**config.mk**
```make
export PLATFORM = sky130hd
export DESIGN_NAME = fpu_issue_scoreboard
export DESIGN_NICKNAME = d
export VERILOG_FILES = /design/src/rtl/fpu_issue_scoreboard_pkg.sv /design/src/rtl/fpu_issue_scoreboard_decode.sv /design/src/rtl/fpu_issue_scoreboard.sv
export SDC_FILE = /design/constraint.sdc
export NUM_CORES = 1
export LEC_CHECK = 0
export ABC_CLOCK_PERIOD_IN_PS = 3800
export CAP_MARGIN = 15
export CORE_MARGIN = 2
export CORE_UTILIZATION = 49
export DETAILED_ROUTE_END_ITERATION = 10
export GPL_ROUTABILITY_DRIVEN = 0
export PLACE_DENSITY = 0.74
export SLEW_MARGIN = 20
export SYNTH_ARGS = -nofsm -noshare
export SYNTH_HDL_FRONTEND = slang
export SYNTH_SLANG_ARGS = --single-unit
```
**constraint.sdc**
```tcl
create_clock -name ck -period 3.8 [get_ports ck]
set_clock_uncertainty 0.2 [all_clocks]
set_input_delay 0.57 -clock ck [delete_from_list [all_inputs] [get_ports ck]]
set_output_delay 0.57 -clock ck [all_outputs]
set_load 0.05 [all_outputs]
```
**src/rtl/fpu_issue_scoreboard_pkg.sv**
```systemverilog
// Shared definitions for the FP issue scoreboard: RV32F opcodes, OP-FP funct5
// selectors, control FSM states and the in-flight tracker entry layout.
package fpu_issue_scoreboard_pkg;

    localparam logic [6:0] OPC_LOAD_FP  = 7'b0000111;
    localparam logic [6:0] OPC_STORE_FP = 7'b0100111;
    localparam logic [6:0] OPC_FMADD    = 7'b1000011;
    localparam logic [6:0] OPC_FMSUB    = 7'b1000111;
    localparam logic [6:0] OPC_FNMSUB   = 7'b1001011;
    localparam logic [6:0] OPC_FNMADD   = 7'b1001111;
    localparam logic [6:0] OPC_OP_FP    = 7'b1010011;

    localparam logic [4:0] F5_FADD     = 5'b00000;
    localparam logic [4:0] F5_FSUB     = 5'b00001;
    localparam logic [4:0] F5_FMUL     = 5'b00010;
    localparam logic [4:0] F5_FDIV     = 5'b00011;
    localparam logic [4:0] F5_FSGNJ    = 5'b00100;
    localparam logic [4:0] F5_FMINMAX  = 5'b00101;
    localparam logic [4:0] F5_FCMP     = 5'b10100;
    localparam logic [4:0] F5_FCVT_W_S = 5'b11000;
    localparam logic [4:0] F5_FCVT_S_W = 5'b11010;
    localparam logic [4:0] F5_FMV_X_W  = 5'b11100;
    localparam logic [4:0] F5_FMV_W_X  = 5'b11110;

    // Tracker ids are stored at this width; X_ID_WIDTH must not exceed it.
    localparam int unsigned TRK_ID_W = 16;

    typedef enum logic [1:0] {
        ST_INIT,
        ST_RUN,
        ST_DRAIN
    } state_e;

    typedef struct packed {
        logic                valid;
        logic                writes_fp;
        logic [4:0]          rd;
        logic [TRK_ID_W-1:0] id;
    } trk_entry_t;

endpackage

```
**src/rtl/fpu_issue_scoreboard_decode.sv**
```systemverilog
// Combinational RV32F register-use decode: which FP operands an instruction
// reads, whether it writes an FP destination, and whether it is supported.
module fpu_instr_decode
    import fpu_issue_scoreboard_pkg::*;
(
    input  logic [6:0] opcode,
    input  logic [4:0] funct5,
    output logic       rs1_fp,
    output logic       rs2_fp,
    output logic       rs3_fp,
    output logic       rd_fp,
    output logic       legal
);

    always_comb begin
        rs1_fp = 1'b0;
        rs2_fp = 1'b0;
        rs3_fp = 1'b0;
        rd_fp  = 1'b0;
        legal  = 1'b0;
        case (opcode)
            OPC_LOAD_FP: begin
                legal = 1'b1;
                rd_fp = 1'b1;
            end
            OPC_STORE_FP: begin
                legal  = 1'b1;
                rs2_fp = 1'b1;
            end
            OPC_FMADD, OPC_FMSUB, OPC_FNMSUB, OPC_FNMADD: begin
                legal  = 1'b1;
                rs1_fp = 1'b1;
                rs2_fp = 1'b1;
                rs3_fp = 1'b1;
                rd_fp  = 1'b1;
            end
            OPC_OP_FP: begin
                legal  = 1'b1;
                // Compares, FCVT.W and FMV.X/FCLASS target the integer file.
                rd_fp  = !(funct5 inside {F5_FCMP, F5_FCVT_W_S, F5_FMV_X_W});
                rs1_fp = !(funct5 inside {F5_FCVT_S_W, F5_FMV_W_X});
                rs2_fp = funct5 inside {F5_FADD, F5_FSUB, F5_FMUL, F5_FDIV,
                                        F5_FSGNJ, F5_FMINMAX, F5_FCMP};
            end
            default: ;
        endcase
    end

endmodule

```
**src/rtl/fpu_issue_scoreboard.sv**
```systemverilog
// FP issue stage: RAW/WAW scoreboard, registered issue into a fixed-latency
// FPU, and a shift-register tracker that produces the retire pulses.
module fpu_issue_scoreboard
    import fpu_issue_scoreboard_pkg::*;
#(
    parameter int unsigned NUM_REGS        = 32,
    parameter int unsigned PIPELINE_STAGES = 4,
    parameter int unsigned X_ID_WIDTH      = 4
) (
    input  logic                  ck,
    input  logic                  rst,
    input  logic                  issue_valid,
    output logic                  issue_ready,
    input  logic [31:0]           issue_instr,
    input  logic [X_ID_WIDTH-1:0] issue_id,
    input  logic                  flush,
    input  logic                  fpu_stall,
    output logic                  fpu_rst,
    output logic                  fpu_enable,
    output logic [31:0]           fpu_instr,
    output logic [X_ID_WIDTH-1:0] fpu_id,
    output logic                  result_valid,
    output logic [X_ID_WIDTH-1:0] result_id,
    output logic                  illegal,
    output logic                  busy
);

    localparam int unsigned LAST = PIPELINE_STAGES - 1;

    state_e                state_q, state_d;
    logic [NUM_REGS-1:0]   sb_q, sb_d;
    trk_entry_t            trk_q [PIPELINE_STAGES];
    trk_entry_t            trk_d [PIPELINE_STAGES];
    logic                  fpu_enable_q, fpu_enable_d;
    logic [31:0]           fpu_instr_q, fpu_instr_d;
    logic [X_ID_WIDTH-1:0] fpu_id_q, fpu_id_d;
    logic                  ret_valid_q, ret_valid_d;
    logic                  ret_fp_q, ret_fp_d;
    logic [4:0]            ret_rd_q, ret_rd_d;
    logic [X_ID_WIDTH-1:0] ret_id_q, ret_id_d;
    logic                  illegal_q, illegal_d;

    logic [4:0] rs1, rs2, rs3, rd;
    logic       rs1_fp, rs2_fp, rs3_fp, rd_fp, legal;
    logic       hazard, accept, issue_fpu, busy_c;
    trk_entry_t new_entry;

    assign rd  = issue_instr[11:7];
    assign rs1 = issue_instr[19:15];
    assign rs2 = issue_instr[24:20];
    assign rs3 = issue_instr[31:27];

    fpu_instr_decode u_decode (
        .opcode (issue_instr[6:0]),
        .funct5 (issue_instr[31:27]),
        .rs1_fp (rs1_fp),
        .rs2_fp (rs2_fp),
        .rs3_fp (rs3_fp),
        .rd_fp  (rd_fp),
        .legal  (legal)
    );

    assign hazard = (rs1_fp & sb_q[rs1]) | (rs2_fp & sb_q[rs2])
                  | (rs3_fp & sb_q[rs3]) | (rd_fp & sb_q[rd]);

    assign issue_ready = (state_q == ST_RUN) & ~flush & ~fpu_stall & ~hazard;
    assign accept      = issue_valid & issue_ready;
    assign issue_fpu   = accept & legal;

    always_comb begin
        busy_c = 1'b0;
        for (int unsigned i = 0; i < PIPELINE_STAGES; i++) begin
            busy_c = busy_c | trk_q[i].valid;
        end
    end

    always_comb begin
        state_d = state_q;
        case (state_q)
            ST_INIT:  state_d = ST_RUN;
            ST_RUN:   if (flush) state_d = ST_DRAIN;
            ST_DRAIN: if (!busy_c) state_d = ST_RUN;
            default:  state_d = ST_INIT;
        endcase
    end

    // Retire clears from the registered retire slot, a cycle after the pulse;
    // the accept's set is applied afterwards so it wins on the same rd.
    always_comb begin
        sb_d = sb_q;
        if (ret_valid_q && ret_fp_q) sb_d[ret_rd_q] = 1'b0;
        if (issue_fpu && rd_fp)      sb_d[rd]       = 1'b1;
    end

    always_comb begin
        new_entry           = '0;
        new_entry.valid     = issue_fpu;
        new_entry.writes_fp = issue_fpu & rd_fp;
        new_entry.rd        = issue_fpu ? rd : 5'd0;
        new_entry.id        = issue_fpu ? TRK_ID_W'(issue_id) : '0;

        trk_d        = trk_q;
        fpu_enable_d = fpu_enable_q;
        fpu_instr_d  = fpu_instr_q;
        fpu_id_d     = fpu_id_q;
        ret_valid_d  = 1'b0;
        ret_fp_d     = trk_q[LAST].writes_fp;
        ret_rd_d     = trk_q[LAST].rd;
        ret_id_d     = X_ID_WIDTH'(trk_q[LAST].id);
        illegal_d    = accept & ~legal;

        if (!fpu_stall) begin
            ret_valid_d = trk_q[LAST].valid;
            for (int unsigned i = 1; i < PIPELINE_STAGES; i++) begin
                trk_d[i] = trk_q[i-1];
            end
            trk_d[0]     = new_entry;
            fpu_enable_d = issue_fpu;
            fpu_instr_d  = issue_fpu ? issue_instr : '0;
            fpu_id_d     = issue_fpu ? issue_id : '0;
        end
    end

    always_ff @(posedge ck or posedge rst) begin
        if (rst) begin
            state_q      <= ST_INIT;
            sb_q         <= '0;
            for (int unsigned i = 0; i < PIPELINE_STAGES; i++) begin
                trk_q[i] <= '0;
            end
            fpu_enable_q <= 1'b0;
            fpu_instr_q  <= '0;
            fpu_id_q     <= '0;
            ret_valid_q  <= 1'b0;
            ret_fp_q     <= 1'b0;
            ret_rd_q     <= '0;
            ret_id_q     <= '0;
            illegal_q    <= 1'b0;
        end else begin
            state_q      <= state_d;
            sb_q         <= sb_d;
            for (int unsigned i = 0; i < PIPELINE_STAGES; i++) begin
                trk_q[i] <= trk_d[i];
            end
            fpu_enable_q <= fpu_enable_d;
            fpu_instr_q  <= fpu_instr_d;
            fpu_id_q     <= fpu_id_d;
            ret_valid_q  <= ret_valid_d;
            ret_fp_q     <= ret_fp_d;
            ret_rd_q     <= ret_rd_d;
            ret_id_q     <= ret_id_d;
            illegal_q    <= illegal_d;
        end
    end

    assign fpu_rst      = (state_q == ST_INIT);
    assign fpu_enable   = fpu_enable_q;
    assign fpu_instr    = fpu_instr_q;
    assign fpu_id       = fpu_id_q;
    assign result_valid = ret_valid_q;
    assign result_id    = ret_id_q;
    assign illegal      = illegal_q;
    assign busy         = busy_c;

endmodule
```
[After elaboration in Yosys (flattened, before gate mapping)]
Cells that the tools add are included.
Word-level totals
  input bits: 41
  output and inout bits: 46
  bits in registers: 126
Operators by class
  reduce and logical (&&, ||, !) cells: 16
  $lt $le $gt $ge: 7
  multiplexer cells: 27
  equal/unequal tests: 21
  bitwise operators: 24
Operators with widths (number)
  two-way mux 32 bit: 3
  equality test 7 bit, second input constant: 5
  bitwise AND 32 bit: 1
  NOT 32 bit: 1
  OR 32 bit: 1
  < comparator 5 x 6 -> 1 bit, second input constant: 5
  equality test 5 bit, second input constant: 5
  binary-select mux 1 bit (select 5 bit): 4
  bitwise AND 1 bit: 11
  demux 1 bit (select 5 bit): 2
  equality test 5 x 2 -> 1 bit, second input constant: 2
  equality test 5 x 3 -> 1 bit, second input constant: 2
  greater-or-equal comparator 5 x 1 -> 1 bit, second input constant: 2
  OR reduction 5 bit: 2
  two-way mux 1 bit: 9
  two-way mux 4 bit: 2
  equality test 7 x 3 -> 1 bit, second input constant: 1
  equality test 7 x 6 -> 1 bit, second input constant: 1
  nonzero test 7 bit: 1
  OR reduction 7 bit: 1
  OR 1 bit: 6
  one-hot mux 1 bit (2 select lines): 3
  one-hot mux 2 bit (3 select lines): 1
  equality test 5 x 1 -> 1 bit, second input constant: 1
  other kinds (14): 23

[Depth between registers and ports, before layout]
  depth in word-level cells: 14
  depth in mapped cells: 12

[Cells and area by module]
From an unflattened synthesis, not the netlist that was laid out.
Second synthesis, totals
  cells, all modules: 580
  area, all modules: 6558.8 um2
Modules (own cells, without submodules)
  fpu_issue_scoreboard: area an instance 6412.4 um2, instances 1, cells each 562, seq. area each 2927.8 um2
  fpu_instr_decode: area an instance 146.4 um2, instances 1, cells each 18, seq. area each 0.0 um2

[Worst setup path after synthesis]
No wires, ideal clock.
  kind: input to register
  from: input issue_instr[16]
  to: register trk_q[88] (netlist bit)
  stages on the path: 11
  path slack: 0.627 ns
  data required time: 3.534 ns
  setup time: 0.066 ns
  data arrival time: 2.907 ns
  cells stage by stage: buf_6 -> mux4_1 -> mux4_2 -> nand3b_1 -> o221ai_2 -> nor4bb_1 -> buf_4 -> and3_4 -> buf_12 -> buf_12 -> a22o_1
Between the ends
  word-level cells in the longest chain between the ends: 11
Ends and longest elaborated chain
  start: declaration: line fpu_issue_scoreboard.sv:14  | input logic [31:0] issue_instr,
  binary-select mux 1 bit (select 5 bit): line fpu_issue_scoreboard.sv:63  | assign hazard = (rs1_fp & sb_q[rs1]) | (rs2_fp & sb_q[rs2])
  two-way mux 1 bit (not written as such): line fpu_issue_scoreboard.sv:63
  bitwise AND 1 bit: line fpu_issue_scoreboard.sv:63
  OR 1 bit: line fpu_issue_scoreboard.sv:63
  OR 1 bit (2 in series): line fpu_issue_scoreboard.sv:64  | | (rs3_fp & sb_q[rs3]) | (rd_fp & sb_q[rd]);
  NOT 1 bit: line fpu_issue_scoreboard.sv:66  | assign issue_ready = (state_q == ST_RUN) & ~flush & ~fpu_stall & ~hazard;
  bitwise AND 1 bit: line fpu_issue_scoreboard.sv:66
  named net issue_ready: line fpu_issue_scoreboard.sv:13  | output logic issue_ready,
  bitwise AND 1 bit: line fpu_issue_scoreboard.sv:67  | assign accept = issue_valid & issue_ready;
  bitwise AND 1 bit: line fpu_issue_scoreboard.sv:68  | assign issue_fpu = accept & legal;
  two-way mux 5 bit: line fpu_issue_scoreboard.sv:99  | new_entry.rd = issue_fpu ? rd : 5'd0;
  end signal: indexed assignment: line fpu_issue_scoreboard.sv:143  | trk_q[i] <= trk_d[i];
  end: declaration: line fpu_issue_scoreboard.sv:32  | trk_entry_t trk_q [PIPELINE_STAGES];
The timed path passes the listed nets, and every way through them passes these cells. The select of a mux whose other input is x is not followed.
A chain may end at the register's enable or synchronous reset.

[Worst setup path after layout]
  from: input issue_instr[15]
  to: output issue_ready
Between the ends
  word-level cells in the longest chain between the ends: 8
Ends and longest elaborated chain (line)
  binary-select mux 1 bit (select 5 bit): fpu_issue_scoreboard.sv:63
  two-way mux 1 bit (not written as such): fpu_issue_scoreboard.sv:63
  bitwise AND 1 bit: fpu_issue_scoreboard.sv:63
  OR 1 bit: fpu_issue_scoreboard.sv:63
  OR 1 bit (2 in series): fpu_issue_scoreboard.sv:64
  NOT 1 bit: fpu_issue_scoreboard.sv:66
  bitwise AND 1 bit: fpu_issue_scoreboard.sv:66
  end: declaration: fpu_issue_scoreboard.sv:13
Every way passes these cells. The select of a mux whose other input is x is not followed.

==> results.toml <==
[run_status]
outcome = "completed"

[power_and_ir_drop]
comb_power_share_pct = 8.5
p_leak_nw = 3.08
power.density_mw_per_mm2 = 454
total_power_mw = 3.36
p_switching_mw = 0.766
switching_share_pct = 22.8
ir_worst_vdd_mv = 0.282
power_frac_seq_pct = 38.0
p_int_mw = 2.59
clkPwrFrac_pct = 53.5

[min_path]
worstHoldPathType = "register to register"
min_delay_path_depth = 0

[synth]
synth_area_mm2 = 0.00569
ys_top_cells_by_area = "dfrtp_1 51%, mux2_2 9.1%, mux4_2 8.7%"
yosysSeqAreaShare_pct = 51.5
synth_cells = 438
synth_edf_count = 0
yosysWarningCount = 0
yosysTopAreaCell = "dfrtp_1"
syn-num-nets = 479
async_flop_share_pct = 100
synth-main-ff-cell = "dfrtp_1"
syn_avg_cell_area_um2 = 13.0
synth_top_area_share_pct = 51.5
synth-seq-cells = 117
synthDistinctLibCells = 50

[layout]
mostFrequentLayoutCells = "117 x dfrtp_1, 81 x clkdlybuf4s50_1, 68 x o21ai_0"
fillCellCount = 817
syn2layout_area_growth_pct = 30.2
layout_commonest_cell = "dfrtp_1"
fin_nets = 569
fin_cells = 684
drive_gt1_share_pct = 26.2
final_util_pct = 65.1
antenna_cells = 0

[sta]
finalSetupTns_ns = 0
rsz0062_at_grt = "no"
maxSlewHeadroom_pct = 45.5
fin_ws_ns = 0.0737
setup_viol = 0
timing.final.crit_period_ns = 3.73
fmax_mhz = 268
tightest_slew_ns = 0.817
hold_viol_final = 0
min_period_over_period_pct = 98.1
slew_violations = 0

[die]
io_pins = 87
start_util_pct = 50.0
fp.coreArea_mm2 = 0.0114
placementRows = 39
dieHeight_um = 112
die_area_mm2 = 0.0125
die_x_um = 112

[global_routing]
grt_pass1_vias = 4370
grt_first_pass_wirelength_mm = 22.6
grt_max_degree = 73
antenna_found_initial = 0
grt-ovfl-total = 0
grt_usage_pct = 22.9

[detailed_routing]
first_iter_violations = 526
viasPerCell = 6.32
vias = 4320
dr.pass1.iters = 5
ant_nets = 0
route.detailed.drc = 0
wl_per_cell_um = 20.6
routed_wl_mm = 14.1

[place]
placed_cells = 652
port-buffer-count = 86
dp_hpwl_mm = 9.65
dpl_worst_slack_ns = -0.0698

[setup_path]
r2r_cells = 10
crit_required_ns = 3.03
cp-end-kind = "output port"
arrival_ns = 2.96
worst_setup_path_start_kind = "input port"
path_class = "input port to output port"
critPathMaxFanout = 7

[clocking]
clock_path_buffers = 2
ctsResizeCount = 1
post-cts-setup-buffers = 0
cts_tree = "built"
cts_buffers = 17
cts.sinks = 117
cts_max_level = 4
clk_latency_ns = 0.41
root_buffer = "clkbuf_16"
path_clk_slew_ns = 0.06
cts_hold_repair.buffers = 0

[job]
drv_cap = 0
==> layout make-up <==
type,instances,area [um2],area share [%]
clock inverter,13,219,2.96
sequential,117,2930,39.6
clock buffer,19,453,6.12
inverter,5,22.5,0.304
timing repair buffer,112,1130,15.3
tap,143,179,2.42
multi-input combinational,275,2470,33.4
==> registers in the layout, indices dropped and copies added, names as in the netlist <==
register      flops
ret_rd_q          5
ret_rd_d          5
fpu_id            4
result_id         4
ret_fp_d          1
trk_q            28
fpu_instr        28
ret_id_d          4
fpu_enable        1
sb_q             32
ret_fp_q          1
illegal           1
state_q           2
result_valid      1
==> metal layers <==
metal	track usage, %	share of wire (%)	vias to the layer above
met5	0	0	-
met4	9.22	2.2	0
met3	4.46	7.3	38
met2	37.3	49	209
met1	30.5	41	2204
li1	-	-	1869
==> synth_stat cells, types with 2 or more instances <==
master     instances
o21ai_0           68
or4b_2             2
buf_4             11
inv_1              5
nand4_1            6
clkbuf_1          21
or2_2              2
buf_2              2
mux2i_1           13
nor2_1             8
mux4_2            22
buf_6              2
or3b_2             5
mux2_2            46
a21o_1             3
mux4_1             3
nor4_1             2
nand2_1           13
nand3_1            2
nand3b_1           9
dfrtp_1          117
a31oi_1            2
a2111oi_0          2
a22o_1            35
o221ai_1           5
nand2b_1           2
o22ai_1            2
buf_12             4
or3_1              3
==> final timing paths <==
kind | slack [ns] | startpoint | to
setup / recovery | 0.07 | issue_instr[15] | issue_ready
hold reg to reg | 0.17 | ret_id_d[3] | result_id[3]
min in group asynchronous | 0.39 | rst | sb_q[15]
max in group asynchronous | 2.33 | rst | trk_q[23]
setup reg to reg | 0.71 | sb_q[1] | sb_q[0]
hold / removal | 0.17 | ret_id_d[3] | result_id[3]
==> per-stage QoR <==
step / area [um2] / hold slack (ns)
2_1_floorplan: 5690 / 0.149
3_3_place_gp: 6720 / 0.154
3_5_place_dp: 6720 / 0.160
4_1_cts: 7390 / 0.172
5_1_grt: 7400 / 0.183
6_report: 7400 / 0.171
==> critical path: stages <==
cell	delay, ns
clkdlybuf4s50_1	0.71
mux4_2	0.37
mux4_2	0.47
nand3b_1	0.11
o221ai_2	0.09
nor4bb_1	0.29
buf_4	0.20
buf_12	0.14
==> cells by family (layout without fill, tap and decap cells) <==
group / count (synthesis) / after routing / share of synthesized area, %
multiplexers: 84 / 84 / 21.5
AND/OR/NAND/NOR: 63 / 63 / 6.86
AO/OA/AOI/OAI: 128 / 128 / 14.9
buffers and inverters: 46 / 149 / 5.21
flip-flops: 117 / 117 / 51.5
==> power groups by stage <==
stage               clock, mW  sequential [mW]  combinational, mW
floorplan                   0             1.31              0.154
global placement            0             1.30              0.280
detailed placement          0             1.30              0.285
CTS                      1.82             1.28              0.286
global route             1.88             1.28              0.304
finish                   1.80             1.28              0.285
Note: power is estimated with default switching activity, not from simulation.
